<file path="config.mk">
export PLATFORM = sky130hd
export DESIGN_NAME = rate_tick_divider
export DESIGN_NICKNAME = d
export VERILOG_FILES = /design/src/rtl/rate_div_pkg.sv /design/src/rtl/rate_div_channel.sv /design/src/rtl/rate_tick_divider.sv
export SDC_FILE = /design/constraint.sdc
export NUM_CORES = 1
export LEC_CHECK = 0
export BUFFER_PORTS_ARGS = -buffer_cell sky130_fd_sc_hd__buf_2
export CORE_ASPECT_RATIO = 0.7
export CORE_MARGIN = 10
export CORE_UTILIZATION = 55
export DETAILED_ROUTE_END_ITERATION = 10
export PLACE_DENSITY = 0.72
export SLEW_MARGIN = 20
export SYNTH_ARGS = -nofsm -noshare
export SYNTH_HDL_FRONTEND = slang
export SYNTH_SLANG_ARGS = --single-unit
</file>
<file path="constraint.sdc">
create_clock -name clock -period 3.18 [get_ports clock]
set_clock_uncertainty 0.2 [all_clocks]
set_input_delay 0.318 -clock clock [delete_from_list [all_inputs] [get_ports clock]]
set_output_delay 0.318 -clock clock [all_outputs]
set_load 0.1 [all_outputs]
</file>
<file path="src/rtl/rate_div_pkg.sv">
// rate_div_pkg: shared types and default periods for the rate tick divider.
//   ch_state_t : per-channel lifecycle (IDLE = disabled, RUN = counting, DONE = one-shot fired)
//   mode_t     : periodic or one-shot behaviour of a channel
//   PERIOD_*   : periods, in clock cycles, for common rates at a 50 MHz system clock
package rate_div_pkg;

    localparam int unsigned CLK_HZ       = 50_000_000;
    localparam int unsigned PERIOD_1HZ   = CLK_HZ;
    localparam int unsigned PERIOD_0P5HZ = 2 * CLK_HZ;
    localparam int unsigned PERIOD_10HZ  = CLK_HZ / 10;

    typedef enum logic [1:0] {
        IDLE = 2'd0,
        RUN  = 2'd1,
        DONE = 2'd2
    } ch_state_t;

    typedef enum logic {
        PERIODIC = 1'b0,
        ONESHOT  = 1'b1
    } mode_t;

endpackage

</file>
<file path="src/rtl/rate_div_channel.sv">
// rate_div_channel: one programmable divider channel.
// Ports:
//   clock, resetn      : system clock, async active-low reset
//   en                 : count enable (low = pause, count held)
//   clr                : synchronous restart of count and done
//   wr, wr_period,
//   wr_mode            : config load strobe with new period/mode
//   tick               : registered one-cycle pulse at terminal count
//   done               : registered sticky flag, one-shot has fired
module rate_div_channel
    import rate_div_pkg::*;
#(
    parameter int unsigned CNT_W          = 26,
    parameter int unsigned DEFAULT_PERIOD = PERIOD_1HZ
) (
    input  logic             clock,
    input  logic             resetn,
    input  logic             en,
    input  logic             clr,
    input  logic             wr,
    input  logic [CNT_W-1:0] wr_period,
    input  mode_t            wr_mode,
    output logic             tick,
    output logic             done
);

    ch_state_t        state_q, state_d;
    logic [CNT_W-1:0] count_q, count_d;
    logic [CNT_W-1:0] period_q, period_d;
    mode_t            mode_q, mode_d;
    logic             tick_d;
    logic             done_d;
    logic             at_term_c;

    // Terminal count: the P-th enabled edge sees count == P-1.
    assign at_term_c = (count_q == (period_q - CNT_W'(1)));

    // State, counter and output registers.
    always_ff @(posedge clock or negedge resetn) begin
        if (!resetn) begin
            state_q  <= RUN;
            count_q  <= '0;
            period_q <= CNT_W'(DEFAULT_PERIOD);
            mode_q   <= PERIODIC;
            tick     <= 1'b0;
            done     <= 1'b0;
        end else begin
            state_q  <= state_d;
            count_q  <= count_d;
            period_q <= period_d;
            mode_q   <= mode_d;
            tick     <= tick_d;
            done     <= done_d;
        end
    end

    // Next state: config write beats clear, clear beats terminal count.
    always_comb begin
        state_d  = state_q;
        count_d  = count_q;
        period_d = period_q;
        mode_d   = mode_q;
        tick_d   = 1'b0;
        done_d   = done;

        if (wr) begin
            period_d = wr_period;
            mode_d   = wr_mode;
            count_d  = '0;
            done_d   = 1'b0;
            state_d  = (wr_period == '0) ? IDLE : RUN;
        end else if (clr) begin
            count_d = '0;
            done_d  = 1'b0;
            if (state_q == DONE) begin
                state_d = RUN;
            end
        end else begin
            case (state_q)
                IDLE: begin
                    count_d = '0;
                end
                RUN: begin
                    if (en) begin
                        if (at_term_c) begin
                            count_d = '0;
                            tick_d  = 1'b1;
                            if (mode_q == ONESHOT) begin
                                state_d = DONE;
                                done_d  = 1'b1;
                            end
                        end else begin
                            count_d = count_q + CNT_W'(1);
                        end
                    end
                end
                DONE: begin
                    count_d = '0;
                    done_d  = 1'b1;
                end
                default: begin
                    state_d = IDLE;
                    count_d = '0;
                end
            endcase
        end
    end

endmodule

</file>
<file path="src/rtl/rate_tick_divider.sv">
// rate_tick_divider: NUM_CH independent runtime-programmable tick dividers.
// Ports:
//   clock, resetn : system clock, async active-low reset
//   ch_en         : per-channel count enable
//   ch_clr        : per-channel synchronous clear of count and done
//   cfg_we        : config write strobe; cfg_ch >= NUM_CH is ignored
//   cfg_ch        : target channel of the write
//   cfg_period    : new period (0 disables the channel)
//   cfg_oneshot   : 1 = one-shot, 0 = periodic
//   tick          : per-channel registered one-cycle pulse
//   done          : per-channel registered sticky one-shot-fired flag
module rate_tick_divider
    import rate_div_pkg::*;
#(
    parameter int unsigned CNT_W          = 26,
    parameter int unsigned NUM_CH         = 4,
    parameter int unsigned DEFAULT_PERIOD = PERIOD_1HZ,
    parameter int unsigned CH_W           = (NUM_CH > 1) ? $clog2(NUM_CH) : 1
) (
    input  logic              clock,
    input  logic              resetn,
    input  logic [NUM_CH-1:0] ch_en,
    input  logic [NUM_CH-1:0] ch_clr,
    input  logic              cfg_we,
    input  logic [CH_W-1:0]   cfg_ch,
    input  logic [CNT_W-1:0]  cfg_period,
    input  logic              cfg_oneshot,
    output logic [NUM_CH-1:0] tick,
    output logic [NUM_CH-1:0] done
);

    mode_t wr_mode_c;

    assign wr_mode_c = cfg_oneshot ? ONESHOT : PERIODIC;

    // Write decode: channel indices at or beyond NUM_CH match no instance.
    for (genvar i = 0; i < NUM_CH; i++) begin : g_ch
        logic wr_c;

        assign wr_c = cfg_we && (cfg_ch == CH_W'(i));

        rate_div_channel #(
            .CNT_W          (CNT_W),
            .DEFAULT_PERIOD (DEFAULT_PERIOD)
        ) u_channel (
            .clock     (clock),
            .resetn    (resetn),
            .en        (ch_en[i]),
            .clr       (ch_clr[i]),
            .wr        (wr_c),
            .wr_period (cfg_period),
            .wr_mode   (wr_mode_c),
            .tick      (tick[i]),
            .done      (done[i])
        );
    end

endmodule

</file>
; ---- Word level (Yosys, flattened, before mapping)
; Index checks and enable logic that the tools add are counted.
[op_classes]
add_sub_neg = 8
eq_ne = 35
mux = 94
reduce_logical = 26
[op_table]
columns = op, count
row1 = 2-to-1 mux 26 bit, 20
row2 = adder 26 x 1 -> 26 bit (second input constant), 4
row3 = == test 26 bit, 4
row4 = subtractor 26 x 1 -> 26 bit (second input constant), 4
row5 = 2-to-1 mux 2 bit, 24
row6 = 2-to-1 mux 1 bit, 42
row7 = inequality test 4 x 2 -> 1 bit (second input constant), 8
row8 = zero test 26 bit, 1
row9 = inequality test 3 x 1 -> 1 bit (second input constant), 8
row10 = AND reduction 5 bit, 4
row11 = inequality test 4 x 3 -> 1 bit (second input constant), 4
row12 = one-hot mux 2 bit (2 select lines), 4
row13 = AND reduction 4 bit, 4
row14 = nonzero test 4 bit, 4
row15 = == test 2 bit (second input constant), 6
row16 = == test 2 x 1 -> 1 bit (second input constant), 5
row17 = zero test 2 bit, 5
row18 = one-hot mux 1 bit (2 select lines), 4
row19 = OR reduction 2 bit, 4
row20 = logical AND 1 bit, 4
[word_totals]
regBits = 228
in_bits = 40
output_inout_bits = 8
word_cells = 187

; ---- Longest topological paths before layout
[depth]
word_depth = 7
mapped_depth = 12
ltp_nobuf = 10

; ---- Modules after synthesis
; Synthesis repeated with hierarchy kept, for this count alone.
[unflattened]
hier_cells = 1597
area_unflattened_um2 = 15056.9
[modules_own_cells]
columns = module, n_inst, cells_per_inst, area_each_um2, seq_area_each_um2
row1 = rate_div_channel (g_ch[0].u_channel ...), 2, 394, 3711.1, 1442.6
row2 = rate_div_channel (g_ch[3].u_channel), 1, 403, 3818.7, 1442.6
row3 = rate_div_channel (g_ch[2].u_channel), 1, 402, 3778.6, 1442.6
row4 = rate_tick_divider, 1, 4, 37.5, 0.0

; ---- Least setup slack after synthesis
; Ideal clock, no wire load.
[synth_path]
path_type = register to register
start = register g_ch[3].u_channel.period_q[0]
end = register g_ch[3].u_channel.done
setup_ps = 87
arrival_time_ps = 3034
t_required_ps = 2893
path_slack_ps = -140
path_stages_with_launch = 11
n_path_buf = 0
period_less_slack_ps = 3320
path_cell_list = dfrtp_1 > inv_1 > ha_1 > or4b_2 > nor4_4 > o211ai_2 > a211oi_2 > nand4b_1 > or4b_4 > or3_1 > o211ai_1
[synth_via]
elab_chain_len = 4
[synth_rtl]
columns = item, line
row1 = start: declaration, rate_div_channel.sv:29  ; logic [CNT_W-1:0] period_q, period_d;
row2 = start signal: assignment, rate_div_channel.sv:43  ; period_q <= CNT_W'(DEFAULT_PERIOD);
row3 = start signal: assignment, rate_div_channel.sv:50  ; period_q <= period_d;
row4 = subtractor 26 x 1 -> 26 bit, rate_div_channel.sv:36  ; assign at_term_c = (count_q == (period_q - CNT_W'(1)));
row5 = == test 26 bit, rate_div_channel.sv:36
row6 = inequality test 4 x 2 -> 1 bit (no source line), --
row7 = AND reduction 4 bit (no source line), --
row8 = end signal: assignment, rate_div_channel.sv:53  ; done <= done_d;
row9 = end: declaration, rate_div_channel.sv:24  ; output logic done
; Every way passes these cells.
; A chain may end at the register's enable or synchronous reset.

; ---- Final worst setup path
[layout_path]
start = register g_ch[3].u_channel.period_q[1]
end = register g_ch[3].u_channel.done
; The elaborated chain is that of the path after synthesis.

==> results.cfg <==
[setup_path]
cp_data_arrival_time_ns = 3.58
worstSetupEndpointType = flip-flop
worstPathRequired_ns = 3.43
cp_max_fo = 5
critPathLaunchType = flip-flop
crit_type = flip-flop to flip-flop
r2r_slack_ns = -0.14

[drt]
drc = 0
ant_nets = 0
routed_wl_um = 38200
drtIter0Drc = 904
vias = 12100
routed_via_density = 5.95
wire_per_inst_um = 18.8
drtPass1Iterations = 5

[finish]
n_antenna_cell = 0
drive_above_1_share_pct = 21.4
areaGrowthSynthToFinish_pct = 18.5
final_nets = 1736
fin_area_um2 = 16600

[logic_synthesis]
ys_top_cells_by_count = 232 x nand2_1, 176 x dfrtp_1, 147 x nor2_1, 121 x xnor2_1, 91 x xor2_1
yosys.area.top_type = dfrtp_1
synth_cell_types = 80
synth_flop_cell = dfrtp_1
synth_seq_area_share_pct = 41.2
synth_edf_count = 0
synthArstFlopShare_pct = 100
synth_area_um2 = 14000
netlist_instances = 1549
synth_seq_cells = 228
synth.most_common_cell = nand2_1
mappedNetlistNets = 1597
ys_warn_count = 0
synth_area_leaders = dfrtp_1 31%, dfstp_2 9.8%, xnor2_1 7.6%, nand2_1 6.2%, xor2_1 5.7%
yosysTopAreaCellShare_pct = 31.5
synth.avg_cell_area_um2 = 9.04

[power_and_ir_drop]
p_leak_nw = 6.84
finalPower_w = 0.00849
cellPowerDensity_nw_per_um2 = 512
irDropWorstVdd_mv = 0.407

[floorplan]
dieArea_um2 = 32300
num_rows = 48
coreArea_um2 = 24900
io_pins = 48
start_util_pct = 56.3
die_w_um = 211
fp.dieH_um = 153

[global_routing]
grt_overflow = 0
antenna_found_initial = 0
grt_pass1_vias = 11600
grt_max_degree = 91
grt_pass1_wl_um = 62100
grt_use_total_pct = 23.1

[timing]
hold_violations = 0
finalSetupViolCount = 55
slew_headroom_pct = 53.1
period_needed_ns = 3.32
finalHoldWorstSlack_ns = 0.169
tightest_slew_ns = 0.698
setup_ws_ns = -0.144
drv_slew = 0
fmax_mhz = 301
period_share_pct = 105
grt_setup_unrepaired = true

[cts]
clkLatencyLatePin_ns = 0.54
clk_path_buf_depth = 3
path_clk_slew_ns = 0.06
cts_sinks = 228
numCtsBuffers = 24
cts_root_buf = clkbuf_16
htree_levels = 1
cts_tree = yes

[placed_design]
io_buffers = 47
gp_congestion = 0.911
dpl.hpwl_um = 26700
placed_cell_area_um2 = 15100

[status]
status = finished with violations
violations = negative setup slack

[min_path]
hold_path.class = input port to flip-flop

[run]
maxCapViolCount = 0
[cell type report]
type                            instances  area, µm²
Tap cell                              325        407
Sequential cell                       228       5770
Inverter                               36        135
Timing Repair Buffer                  198       1560
Multi-Input combinational cell       1200       7900
Clock inverter                          8       95.1
Clock buffer                           36        717
Fill cell                            1979       8280
[worst max-delay path, cell delays in order (launching register included)]
cell      delay [ns]
dfrtp_1         0.40
inv_2           0.08
ha_4            0.13
or4b_4          0.47
nor4_4          0.28
buf_4           0.19
nand4b_1        0.14
xnor2_1         0.19
nand4b_1        0.19
or4b_4          0.54
or3_4           0.35
o211ai_1        0.08
[cells by family (layout without fill, tap and decap cells)]
| group | count (synthesis) | after routing | share of synthesized area, % |
|---|---|---|---|
| adders and majority gates | 8 | 8 | 0.715 |
| and+or+nand+nor | 753 | 753 | 27.8 |
| xor gates and xnor gates | 213 | 213 | 13.4 |
| muxes | 56 | 56 | 4.48 |
| AOI/OAI and AO/OA | 170 | 170 | 8.68 |
| buffers and inverters | 121 | 278 | 3.69 |
| DFF | 228 | 228 | 41.2 |
[power breakdown]
group | switching [W] | internal (W)
clock | 0.00119 | 0.00172
sequential | 0.000328 | 0.00325
combinational | 0.00108 | 0.000931
total | 0.00259 | 0.00590
[state kept, by name, summed over array words and instances (netlist names)]
signal and count:
g_ch.u_channel.state_q 8, g_ch.u_channel.tick 4, g_ch.u_channel.done 4, g_ch.u_channel.period_q 104, g_ch.u_channel.mode_q 4, g_ch.u_channel.count_q 104
[metal layers]
layer	track usage (%)	wire (µm)
met1	33.0	17600
met2	35.5	17100
met3	5.60	2990
met4	2.96	517
met5	0	0
[worst paths after layout]
| path | startpoint | end | cells after the start |
|---|---|---|---|
| max | g_ch[3].u_channel.period_q[1] | g_ch[3].u_channel.done | 11 |
| min | cfg_we | g_ch[1].u_channel.period_q[14] | 5 |
| max reg2reg | g_ch[3].u_channel.period_q[1] | g_ch[3].u_channel.done | 11 |
| min reg2reg | g_ch[1].u_channel.period_q[25] | g_ch[1].u_channel.period_q[25] | 2 |
| max in group asynchronous | resetn | g_ch[0].u_channel.period_q[13] | 3 |
| min in group asynchronous | resetn | g_ch[3].u_channel.count_q[6] | 2 |
[layout by cell type (no fill, tap or decap), types with 37 or more instances in the layout]
master / Yosys / final
dfrtp_1: 176 / 176
xnor2_1: 121 / 121
nand3_1: 54 / 54
xor2_1: 91 / 91
nand4_1: 38 / 38
buf_4: 10 / 104
nand2_1: 232 / 231
dfstp_2: 52 / 52
mux2_2: 52 / 52
dlygate4sd3_1: 0 / 37
nor3_1: 60 / 56
buf_2: 8 / 46
nor2_1: 147 / 146
[metrics by stage]
step / util [%] / setup TNS (ns) / cells / setup WS (ns)
CTS: 65.9 / -2.24 / 2022 / -0.0898
floorplan: - / -0.290 / 1549 / -0.0228
global route: 66.7 / -13.86 / 2031 / -0.301
global placement: 60.7 / -1.48 / 1935 / -0.0880
finish: 66.7 / -5.48 / 2031 / -0.144
detailed placement: 60.7 / -5.79 / 1935 / -0.234
[repair_timing]
action | CTS | global route
hold endpoints to repair | 200 | 0
hold buffers | 37 | 0
endpoints found under the setup margin | 33 | 111
buffers inserted | 6 | 7
resized for setup | 12 | 32
pin swaps | 12 | 10
cloned | 0 | 2
No activity file was read; power rests on OpenSTA's default activity.
